--- src/rtl/shift_rs.sv ---
// shift_rs: single-entry reservation station feeding one shift unit.
// It accepts one issued shift, snoops the CDB for missing source operands,
// dispatches once both are present, and then holds its tag until the
// paired shifter broadcasts that tag on the CDB.
// The CDB is a packed vector {tag, val}, with the tag in the upper TAG_W bits.
module shift_rs #(
    parameter int              TAG_W = 4,
    parameter int              OP_W  = 3,
    parameter logic [TAG_W-1:0] TAG  = 4'd5
) (
    input  logic                clk_i,
    input  logic                rst_ni,
    input  logic                issue_valid_i,
    output logic                issue_ready_o,
    input  logic [OP_W-1:0]     issue_op_i,
    input  logic [TAG_W-1:0]    issue_qj_i,
    input  logic [31:0]         issue_vj_i,
    input  logic [TAG_W-1:0]    issue_qk_i,
    input  logic [31:0]         issue_vk_i,
    input  logic [TAG_W+31:0]   cdb_i,
    input  logic                flush_i,
    output logic [OP_W-1:0]     fu_oper_o,
    output logic [31:0]         fu_rs1_val_o,
    output logic [31:0]         fu_rs2_val_o,
    output logic                fu_ready_o,
    output logic                busy_o,
    output logic                illegal_op_o
);

    localparam logic [TAG_W-1:0] NO_VAL = '0;

    localparam logic [OP_W-1:0] SRLR = 3'd0;
    localparam logic [OP_W-1:0] SRLI = 3'd1;
    localparam logic [OP_W-1:0] SRAR = 3'd2;
    localparam logic [OP_W-1:0] SRAI = 3'd3;
    localparam logic [OP_W-1:0] SLLR = 3'd4;
    localparam logic [OP_W-1:0] SLLI = 3'd5;

    localparam logic [1:0] S_EMPTY = 2'd0;
    localparam logic [1:0] S_WAIT  = 2'd1;
    localparam logic [1:0] S_READY = 2'd2;
    localparam logic [1:0] S_EXEC  = 2'd3;

    logic [1:0]       state;
    logic [OP_W-1:0]  op_q;
    logic [TAG_W-1:0] qj_q, qk_q;
    logic [31:0]      vj_q, vk_q;
    logic             illegal_q;

    logic [TAG_W-1:0] cdb_tag;
    logic [31:0]      cdb_val;
    logic             op_legal;

    assign cdb_tag  = cdb_i[TAG_W+31:32];
    assign cdb_val  = cdb_i[31:0];
    assign op_legal = issue_op_i inside {SRLR, SRLI, SRAR, SRAI, SLLR, SLLI};

    // Resolve issued operands, including a same-cycle CDB bypass.
    logic [TAG_W-1:0] iss_qj, iss_qk;
    logic [31:0]      iss_vj, iss_vk;
    always_comb begin
        iss_qj = issue_qj_i;
        iss_vj = issue_vj_i;
        iss_qk = issue_qk_i;
        iss_vk = issue_vk_i;
        if (issue_qj_i != NO_VAL && cdb_tag == issue_qj_i) begin
            iss_qj = NO_VAL;
            iss_vj = cdb_val;
        end
        if (issue_qk_i != NO_VAL && cdb_tag == issue_qk_i) begin
            iss_qk = NO_VAL;
            iss_vk = cdb_val;
        end
    end

    // Capture stored operands from the CDB while waiting; a NO_VAL tag never matches.
    logic [TAG_W-1:0] w_qj, w_qk;
    logic [31:0]      w_vj, w_vk;
    always_comb begin
        w_qj = qj_q;
        w_vj = vj_q;
        w_qk = qk_q;
        w_vk = vk_q;
        if (qj_q != NO_VAL && cdb_tag == qj_q) begin
            w_qj = NO_VAL;
            w_vj = cdb_val;
        end
        if (qk_q != NO_VAL && cdb_tag == qk_q) begin
            w_qk = NO_VAL;
            w_vk = cdb_val;
        end
    end

    // Entry state machine: reset first, then flush, then normal progress.
    always_ff @(posedge clk_i) begin
        if (!rst_ni) begin
            state     <= S_EMPTY;
            op_q      <= SRLR;
            qj_q      <= NO_VAL;
            qk_q      <= NO_VAL;
            vj_q      <= '0;
            vk_q      <= '0;
            illegal_q <= 1'b0;
        end else begin
            illegal_q <= 1'b0;
            if (flush_i) begin
                state <= S_EMPTY;
                qj_q  <= NO_VAL;
                qk_q  <= NO_VAL;
            end else begin
                case (state)
                    S_EMPTY: begin
                        if (issue_valid_i) begin
                            if (op_legal) begin
                                op_q  <= issue_op_i;
                                qj_q  <= iss_qj;
                                vj_q  <= iss_vj;
                                qk_q  <= iss_qk;
                                vk_q  <= iss_vk;
                                state <= (iss_qj == NO_VAL && iss_qk == NO_VAL) ? S_READY : S_WAIT;
                            end else begin
                                illegal_q <= 1'b1;
                            end
                        end
                    end
                    S_WAIT: begin
                        qj_q <= w_qj;
                        vj_q <= w_vj;
                        qk_q <= w_qk;
                        vk_q <= w_vk;
                        if (w_qj == NO_VAL && w_qk == NO_VAL)
                            state <= S_READY;
                    end
                    // The shifter always accepts, so dispatch lasts exactly one cycle.
                    S_READY: state <= S_EXEC;
                    // Our tag stays reserved until the shifter's own broadcast appears.
                    S_EXEC: begin
                        if (cdb_tag == TAG)
                            state <= S_EMPTY;
                    end
                    default: state <= S_EMPTY;
                endcase
            end
        end
    end

    assign issue_ready_o = (state == S_EMPTY);
    assign busy_o        = !issue_ready_o;
    assign fu_ready_o    = (state == S_READY) && !flush_i;
    assign fu_oper_o     = op_q;
    assign fu_rs1_val_o  = vj_q;
    assign fu_rs2_val_o  = vk_q;
    assign illegal_op_o  = illegal_q;

endmodule

--- config.mk ---
export PLATFORM = sky130hd
export DESIGN_NAME = shift_rs
export DESIGN_NICKNAME = d
export VERILOG_FILES = /design/src/rtl/shift_rs.sv
export SDC_FILE = /design/constraint.sdc
export NUM_CORES = 1
export LEC_CHECK = 0
export ABC_AREA = 1
export CORE_MARGIN = 8
export CORE_UTILIZATION = 35
export CTS_CLUSTER_SIZE = 20
export DETAILED_ROUTE_END_ITERATION = 12
export PLACE_DENSITY = 0.7
export SETUP_SLACK_MARGIN = 0.5
export SYNTH_ARGS = -nofsm -noshare
export SYNTH_HDL_FRONTEND = slang
export SYNTH_SLANG_ARGS = --single-unit
--- constraint.sdc ---
create_clock -name clk_i -period 1.7 [get_ports clk_i]
set_clock_uncertainty 0.1 [all_clocks]
set_input_delay 0.425 -clock clk_i [delete_from_list [all_inputs] [get_ports clk_i]]
set_output_delay 0.425 -clock clk_i [all_outputs]
set_load 0.02 [all_outputs]
# ---- Word-level counts from Yosys, hierarchy flattened
# Cells that the tools add are included.
dict set report op_classes {
  muxes 27
  n_bitwise 4
  reduce_logical 28
  n_eq_ne 19
}
# operator count
set op_table {}
lappend op_table {{$mux W32} 8}
lappend op_table {{$pmux W32 S2} 2}
lappend op_table {{$mux W4} 8}
lappend op_table {{$eq A4 B4 Y1} 4}
lappend op_table {{$logic_not A4 Y1} 4}
lappend op_table {{$pmux W4 S2} 2}
lappend op_table {{$reduce_bool A4 Y1} 4}
lappend op_table {{$mux W2} 5}
lappend op_table {{$ne A2 B2 Y1 const B} 5}
lappend op_table {{$reduce_and A5 Y1} 2}
lappend op_table {{$pmux W2 S4} 1}
lappend op_table {{$reduce_and A4 Y1} 2}
lappend op_table {{$logic_and A1 B1 Y1} 7}
lappend op_table {{$eq A3 B2 Y1 const B} 2}
lappend op_table {{$eq A3 B3 Y1 const B} 2}
lappend op_table {{$reduce_bool A6 Y1} 1}
lappend op_table {{$eq A2 B2 Y1 const B} 2}
lappend op_table {{$eq A4 B3 Y1 const B} 1}
lappend op_table {{$not A1 Y1} 4}
lappend op_table {{$reduce_or A4 Y1} 1}
lappend op_table {{$eq A3 B1 Y1 const B} 1}
lappend op_table {{$logic_not A3 Y1} 1}
lappend op_table {{$reduce_and A3 Y1} 1}
lappend op_table {{$eq A2 B1 Y1 const B} 1}
lappend op_table {{6 further kinds} 7}
dict set report totals {
  word_cells 85
  output_inout_bits 71
  ff_bits 78
  input_bits 115
}

# ---- Longest topological paths before layout
# Gate-level depths: netlist of the first run.
dict set report logic_depth {
  word_depth 9
  mapped_depth 12
  mapped_depth_nobuf 12
}

# ---- Worst setup path before layout of the first run
# No wires, ideal clock.
dict set report synth_path {
  path_type {register to register}
  start {register state[0]}
  end {register qk_q[2]}
  stages_incl_launch_ff 9
  n_path_buf 1
  period_less_slack_ps 1872
  slack_ps -172
  setup_ps 117
  t_arrival_ps 1655
  required_ps 1483
  cell_sequence {dfxtp_1 inv_1 ha_1 nand3_1 o21ai_2 clkbuf_1 o21ai_0 a31oi_1 nor2_1}
}
dict set report synth_between {
  elab_chain_len 3
  word_cells_on_any_way 7
  cone_classes {eq/ne: 3; mux: 1; reduce/logical: 3}
}
# element line_no
set synth_rtl {}
lappend synth_rtl {{start: declaration} 44} ;# logic [1:0] state;
lappend synth_rtl {{start signal: assignment} 120} ;# state <= (iss_qj == NO_VAL && iss_qk == NO_VAL) ? S_READY : S_WAIT;
lappend synth_rtl {{$logic_not A2 Y1 *} --}
lappend synth_rtl {{named net issue_ready_o} 14} ;# output logic issue_ready_o,
lappend synth_rtl {{$ne A2 B1 Y1 (no line), or another cell as far along} --}
lappend synth_rtl {{$reduce_and A3 Y1 (no line)} --}
lappend synth_rtl {{end signal: assignment} 118} ;# qk_q <= iss_qk;
lappend synth_rtl {{end signal: assignment} 129} ;# qk_q <= w_qk;
lappend synth_rtl {{end: declaration} 46} ;# logic [TAG_W-1:0] qj_q, qk_q;
# The timed path passes the listed nets; every way through them passes the cells marked *.
# A chain may end at the register's enable or synchronous reset.

# ---- Final worst setup path of the first run
dict set report layout_path {
  start {register qj_q[2]}
  end {register vj_q[4] (netlist: fu_rs1_val_o[4])}
}
dict set report layout_between {
  elab_chain_len 4
  word_cells_on_any_way 5
  cone_classes {eq/ne: 2; reduce/logical: 3}
}
# element line_no
set layout_rtl {}
lappend layout_rtl {{start: declaration} 46}
lappend layout_rtl {{start signal: assignment} 116} ;# qj_q <= iss_qj;
lappend layout_rtl {{start signal: assignment} 127} ;# qj_q <= w_qj;
lappend layout_rtl {{$eq A4 B4 Y1 / $reduce_bool A4 Y1 (equally long branches)} 84} ;# if (qj_q != NO_VAL && cdb_tag == qj_q) begin
lappend layout_rtl {{$logic_and A1 B1 Y1 *} 84}
lappend layout_rtl {{$ne A2 B2 Y1 (no line) *} --}
lappend layout_rtl {{$reduce_and A5 Y1 (no line) *} --}
lappend layout_rtl {{end signal: assignment} 117} ;# vj_q <= iss_vj;
lappend layout_rtl {{end signal: assignment} 128} ;# vj_q <= w_vj;
lappend layout_rtl {{end: declaration} 47} ;# logic [31:0] vj_q, vk_q;
# Every way passes the cells marked *; elsewhere a longest branch is shown, timed or not.

==> metrics.md, run 1 <==
| Metric | Value |
|---|---|
| Status | `finished, violations left` |
| Failing checks | `negative setup slack` |
| Site Rows | `roughly 40` |
| Routed wire per std cell | `approximately 18 µm` |
| Worst min-delay path class | `input port to flop` |
| Grt total ovfl | `0` |
| Area Growth Syn to Fin | `99.7%` |
| DRC viols | `0` |
| Area leader, netlist | `dfxtp_1` |
| Worst skew pair latency | `approximately 0.34 ns` |
| Worst endpoint required time | `about 1.8 ns` |
| Cells after DPL | `1025` |
| Crit path launch type | `flop` |
| DP Worst Slack | `-0.774 ns` |
| TritonCTS Buffers | `9` |
| Fin. max-slew vios | `0` |
| Routed vias/inst | `5.00` |
| EDFF count, synth | `0` |
| Final nets | `~1000` |
| Synth cell count leaders | `175 x nand2_1, 78 x dfxtp_1, 64 x inv_1, 59 x o21ai_1, 53 x a21oi_2` |
| Setup CP Type | `flop to flop` |
| Cell Area, Placed | `0.00704 mm²` |
| Initial Utilization | `0.357` |
| Least-Margin Pin Slew | `about 0.34 ns` |
| Setup ws final | `-0.173 ns` |
| Clk buf depth | `2` |
| Register bit total from synthesis | `78` |
| Cell mode on critical path | `buf_12` |
| Fraction of layout cells with a size suffix above 1 | `0.499` |
| Die height | `~130 µm` |
| Synth top area cells | `dfxtp_1 35%, nand2_1 15%, a21oi_2 10%` |
| IR drop worst, VDD | `approximately 0.45 mV` |
| Worst slew margin relative to its limit | `0.769` |
| Async set-or-reset flop fraction in the synthesized netlist | `0` |
| Critical path's largest stage delay | `around 0.37 ns` |
| Mapped Avg Cell Area | `between 6 and 7 µm²` |
| Pwr/cell area | `around 780 mW/mm²` |
| Die X | `129 µm` |
| First-pass GRT wire length | `~28 mm` |
| Root Buffer | `clkbuf_16` |
| Largest net degree at the start of global routing | `43` |
| Antenna diode count | `0` |
| Top FF cell, synth | `dfxtp_1` |
| Distinct cells, synth | `30` |
| Max-cap violations | `0` |
| Iter 0 DRT Violations | `407` |
| CP cell instances | `inv_4 -> buf_4 -> nand4_1 -> nand3_2 -> nand2_2 -> nand2_4 -> nor2_8 -> buf_12 -> buf_12 -> buf_12 -> o21ai_2 -> a21oi_2` |
| Synth Instances | `between 600 and 700` |
| Final core occ | `0.712` |
| CP max-delay cell | `dfxtp_4` |
| Cell area after synthesis | `about 0.0045 mm²` |
| Gpl congestion | `0.952` |
| WP data arrival | `roughly 2.0 ns` |
| Hold Buf Count CTS | `0` |
| Post-route ant nets | `0` |
| Final setup vio count | `74` |
| Hold Fails Final Rpt | `0` |
| DP HPWL | `roughly 12 mm` |
| Via count | `between 5000 and 6000` |
| CP Capture Type | `flop` |
| Final wirelength | `slightly below 20 mm` |
| Antenna violations before repair | `0` |
| GRT Util Overall | `0.214` |
| Worst-path fanout max | `8` |
| Core area | `roughly 0.013 mm²` |
| Port Buffers | `between 150 and 200` |
| Synth warnings | `0` |
| Fin area | `approximately 0.009 mm²` |
| Final cycle utilization of the critical path | `1.10` |
| Mapped Nets | `760` |
| CTS tree | `yes` |
| Post-synthesis sequential area ratio | `0.348` |
| Clock sink count | `just under 80` |
| Top-area cell type share of the netlist area | `0.348` |
| Pleak | `a little under 4 nW` |
| Max Fclk | `~530 MHz` |
| Ports | `186` |
| Fin cells | `1106` |
| Vias in the first global route | `between 5000 and 6000` |
| Most common cell in the netlist | `nand2_1` |
| Setup TNS | `-7.08 ns` |
| Clock Pin Slew Worst Setup and Hold Paths | `~0.06 ns` |
| Unrepaired setup endpoints after global routing | `true` |
| TritonRoute pass-1 iters | `5` |
| Full die area | `about 0.017 mm²` |
| Design Power | `between 6 and 7 mW` |
| Min Clock Period, post-route | `approximately 1.9 ns` |
| Htree depth | `3` |
| Hold_ws | `about 0.37 ns` |
sequential cells by signal (all words and copies together), names as in the netlist:
name / count
fu_oper_o: 3
fu_rs2_val_o: 32
fu_rs1_val_o: 32
qk_q: 4
qj_q: 4
illegal_op_o: 1
state: 2
path summary, 6_finish.rpt:
check | from | end | slack [ns] | cells after the start
setup reg to reg | qj_q[2]$_SDFFE_PP0P_ | fu_rs1_val_o[4]$_SDFFE_PN0P_ | -0.17 | 12
hold reg to reg | fu_oper_o[2]$_SDFFE_PN0P_ | fu_oper_o[2]$_SDFFE_PN0P_ | 0.39 | 2
hold / removal | rst_ni | fu_oper_o[2]$_SDFFE_PN0P_ | 0.37 | 3
setup / recovery | qj_q[2]$_SDFFE_PP0P_ | fu_rs1_val_o[4]$_SDFFE_PN0P_ | -0.17 | 12
worst max-delay path: cells and delay by family, from the launching register on:
family / cells / cell delay (ns)
buf+inv: 5 / 0.58
simple gates: 5 / 0.47
flops: 1 / 0.37
compound gates: 2 / 0.23
kinds of logic after synthesis:
kind of cell / after synthesis / share of synthesized area
AND/OR/NAND/NOR: 262 / 0.266
buffers and inverters: 109 / 0.112
adder cells (fa/ha/maj): 4 / 0.0112
AO/OA/AOI/OAI: 188 / 0.263
flip-flops: 78 / 0.348
placed cells by master, fill, tap and decap left out, types with 14 or more instances in the layout:
cell             instances
clkbuf_16               14
buf_12                  23
buf_6                   98
o21ai_1                 39
o21ai_2                 22
nand3b_1                32
clkdlybuf4s50_1         98
nand2_2                 18
nand2_1                155
buf_4                   66
inv_1                   50
a21oi_2                 60
dfxtp_2                 72
o21ai_0                 39
report_power, final:
part,internal [mW],switching [mW]
Clock,1.37,0.796
Combinational,1.38,1.26
Sequential,2.01,0.131
layer usage:
metal,track usage,vias up,share of wire
li1,-,2687,-
met1,0.243,2612,0.40
met2,0.384,194,0.51
met3,0.0534,34,0.068
met4,0.0650,0,0.024
met5,0,-,0
final cells by class:
cell class / count / area [µm²]
sequential: 78 / 1670
multi-input combinational: 454 / 2850
inverter: 70 / 299
fill: 948 / 3620
tap: 172 / 215
clock inverter: 5 / 81.3
clock buffer: 11 / 253
timing repair buffer: 316 / 3590
timing repair:
action | CTS | global route
buffers inserted | 27 | 22
setup endpoints to repair | 149 | 149
gates cloned | 10 | 6
pin swaps | 32 | 21
resized for setup | 467 | 227
hold endpoints to repair | 0 | 0
Power figures use the tool's default switching activity.
==> run 2, diff against run 1 <==
--- a/config.mk
+++ b/config.mk
@@ -8,7 +8,7 @@
 export ABC_AREA = 1
 export CORE_MARGIN = 8
 export CORE_UTILIZATION = 35
-export CTS_CLUSTER_SIZE = 20
+export CTS_CLUSTER_SIZE = 8
 export DETAILED_ROUTE_END_ITERATION = 12
 export PLACE_DENSITY = 0.7
 export SETUP_SLACK_MARGIN = 0.5
==> results of run 2 <==
Final layout, timing and power as in run 1 (identical DEF).
==> run 3, diff against run 2 <==
--- a/config.mk
+++ b/config.mk
@@ -10,8 +10,10 @@
 export CORE_UTILIZATION = 35
 export CTS_CLUSTER_SIZE = 8
 export DETAILED_ROUTE_END_ITERATION = 12
-export PLACE_DENSITY = 0.7
+export DONT_BUFFER_PORTS = 1
+export RECOVER_POWER = 50
 export SETUP_SLACK_MARGIN = 0.5
+export SKIP_CTS_REPAIR_TIMING = 1
 export SYNTH_ARGS = -nofsm -noshare
 export SYNTH_HDL_FRONTEND = slang
 export SYNTH_SLANG_ARGS = --single-unit
==> metrics.md, run 3 (synthesis gave the netlist of run 1 again) <==
| Metric | Value |
|---|---|
| Worst-path fanout max | `5` |
| Core area | `~0.013 mm²` |
| Iter 0 DRT Violations | `between 200 and 250` |
| Antenna violations before repair | `6` |
| Root Buffer | `clkbuf_16` |
| Worst endpoint required time | `around 1.2 ns` |
| TritonRoute pass-1 iters | `5` |
| Pwr/cell area | `933 mW/mm²` |
| WP data arrival | `1.32 ns` |
| Fin area | `0.00619 mm²` |
| Routed vias/inst | `between 5 and 6` |
| Status | `finished, violations left` |
| Design Power | `~5.8 mW` |
| Switching Share | `0.317` |
| Min Clock Period, post-route | `between 1.5 and 2 ns` |
| DP HPWL | `11.2 mm` |
| First-pass GRT wire length | `between 20 and 25 mm` |
| Fin. max-slew vios | `0` |
| Gpl congestion | `~0.93` |
| Final setup vio count | `64` |
| Most common cell after layout, fill and taps aside | `nand2_1` |
| Grt total ovfl | `0` |
| Final nets | `~800` |
| Full die area | `approximately 0.017 mm²` |
| Worst min-delay path class | `input port to flop` |
| Flop pwr share | `0.396` |
| Routed wire per std cell | `~19 µm` |
| Site Rows | `around 40` |
| Final wirelength | `around 16 mm` |
| Die X | `between 100 and 150 µm` |
| Least-Margin Pin Slew | `0.444 ns` |
| Crit path launch type | `flop` |
| Pleak | `about 2.6 nW` |
| IR drop worst, VDD | `roughly 0.37 mV` |
| DRC viols | `0` |
| Clock share of power | `0.362` |
| P_int | `a little under 4 mW` |
| Largest net degree at the start of global routing | `68` |
| Worst skew pair latency | `approximately 0.33 ns` |
| Max Fclk | `543 MHz` |
| Clock sink count | `78` |
| Initial Utilization | `0.357` |
| Setup ws final | `-0.143 ns` |
| Clock Pin Slew Worst Setup and Hold Paths | `about 0.06 ns` |
| CP Capture Type | `primary output` |
| Psw | `1.83 mW` |
| Fraction of layout cells with a size suffix above 1 | `0.407` |
| Max-cap violations | `0` |
| Hold Fails Final Rpt | `0` |
| Port Buffers | `0` |
| Fin cells | `~860` |
| Failing checks | `negative setup slack` |
| Clk buf depth | `2` |
| Via count | `about 4500` |
| CTS tree | `yes` |
| Final cycle utilization of the critical path | `1.08` |
| Vias in the first global route | `between 4000 and 5000` |
| Post-route ant nets | `0` |
| GRT Util Overall | `0.173` |
| TritonCTS Buffers | `9` |
| Htree depth | `3` |
| Logic pwr share | `0.241` |
| Setup CP Type | `flop to primary output` |
| Area Growth Syn to Fin | `38.2%` |
| Setup TNS | `-4.23 ns` |
| Most frequent cells in the layout | `166 x nand2_1, 71 x dfxtp_4, 58 x a21oi_2, 57 x o21ai_1, 51 x inv_1` |
| Worst slew margin relative to its limit | `0.700` |
| Ports | `~190` |
| Die height | `~130 µm` |
| Unrepaired setup endpoints after global routing | `true` |
| Cells after DPL | `a little over 800` |
| Cell Area, Placed | `0.00503 mm²` |
[run 3: changes by cell type in the layout (fill, tap and decap cells not counted), sizes merged, moves of 2 or more]
cell,before,now
clkdlybuf4s15,6,0
clkbuf,17,20
clkdlybuf4s50,98,0
diode,0,3
dlygate4sd2,2,0
buf,202,61
[run 3: worst max-delay path: stages (launching register included)]
cell	delay [ns]
dfxtp_4	0.36
inv_4	0.07
ha_4	0.18
buf_8	0.15
clkinvlp_4	0.09
buf_6	0.14
[run 3: per-layer routing]
metal,vias to the layer above,share of wire,global-route usage
met5,-,0.0023,0
met4,6,0.011,0.0511
met3,20,0.11,0.0723
met2,169,0.49,0.292
met1,2120,0.38,0.194
li1,2201,-,-
[run 3: worst paths after layout]
kind / cells after the start / from / to / slack [ns]
worst max register to register: 10 / state[0]$_SDFFE_PP0P_ / fu_rs2_val_o[10]$_SDFFE_PN0P_ / -0.11
worst max-delay path: 5 / state[0]$_SDFFE_PP0P_ / busy_o / -0.14
worst min register to register: 2 / fu_oper_o[2]$_SDFFE_PN0P_ / fu_oper_o[2]$_SDFFE_PN0P_ / 0.42
worst min-delay path: 2 / rst_ni / fu_rs2_val_o[26]$_SDFFE_PN0P_ / 0.11
[run 3: area by class of cell]
class / instances / area, µm²
fillers: 1180 / 6370
multi-input cells: 454 / 2610
flip-flops and latches: 78 / 1840
repair buffers: 70 / 910
inverters: 70 / 294
clock buffers: 11 / 243
well taps: 172 / 215
clock inverters: 5 / 82.6
diodes: 3 / 7.51
[run 3: power groups by stage]
| stage | logic (mW) | clock network [mW] | registers (mW) |
|---|---|---|---|
| floorplan | 0.893 | 0 | 2.27 |
| global placement | 1.12 | 0 | 2.32 |
| detailed placement | 1.15 | 0 | 2.32 |
| CTS | 1.15 | 2.15 | 2.28 |
| global route | 1.53 | 2.23 | 2.31 |
| finish | 1.40 | 2.09 | 2.29 |
[run 3: per-stage QoR]
step	hold slack (ns)	setup WS, ns	util
finish	0.110	-0.143	0.493
global route	0.0979	-0.184	0.493
CTS	0.109	-0.250	0.426
detailed placement	0.457	-0.116	0.400
global placement	0.443	-0.0556	0.400
floorplan	0.399	0.0271	-
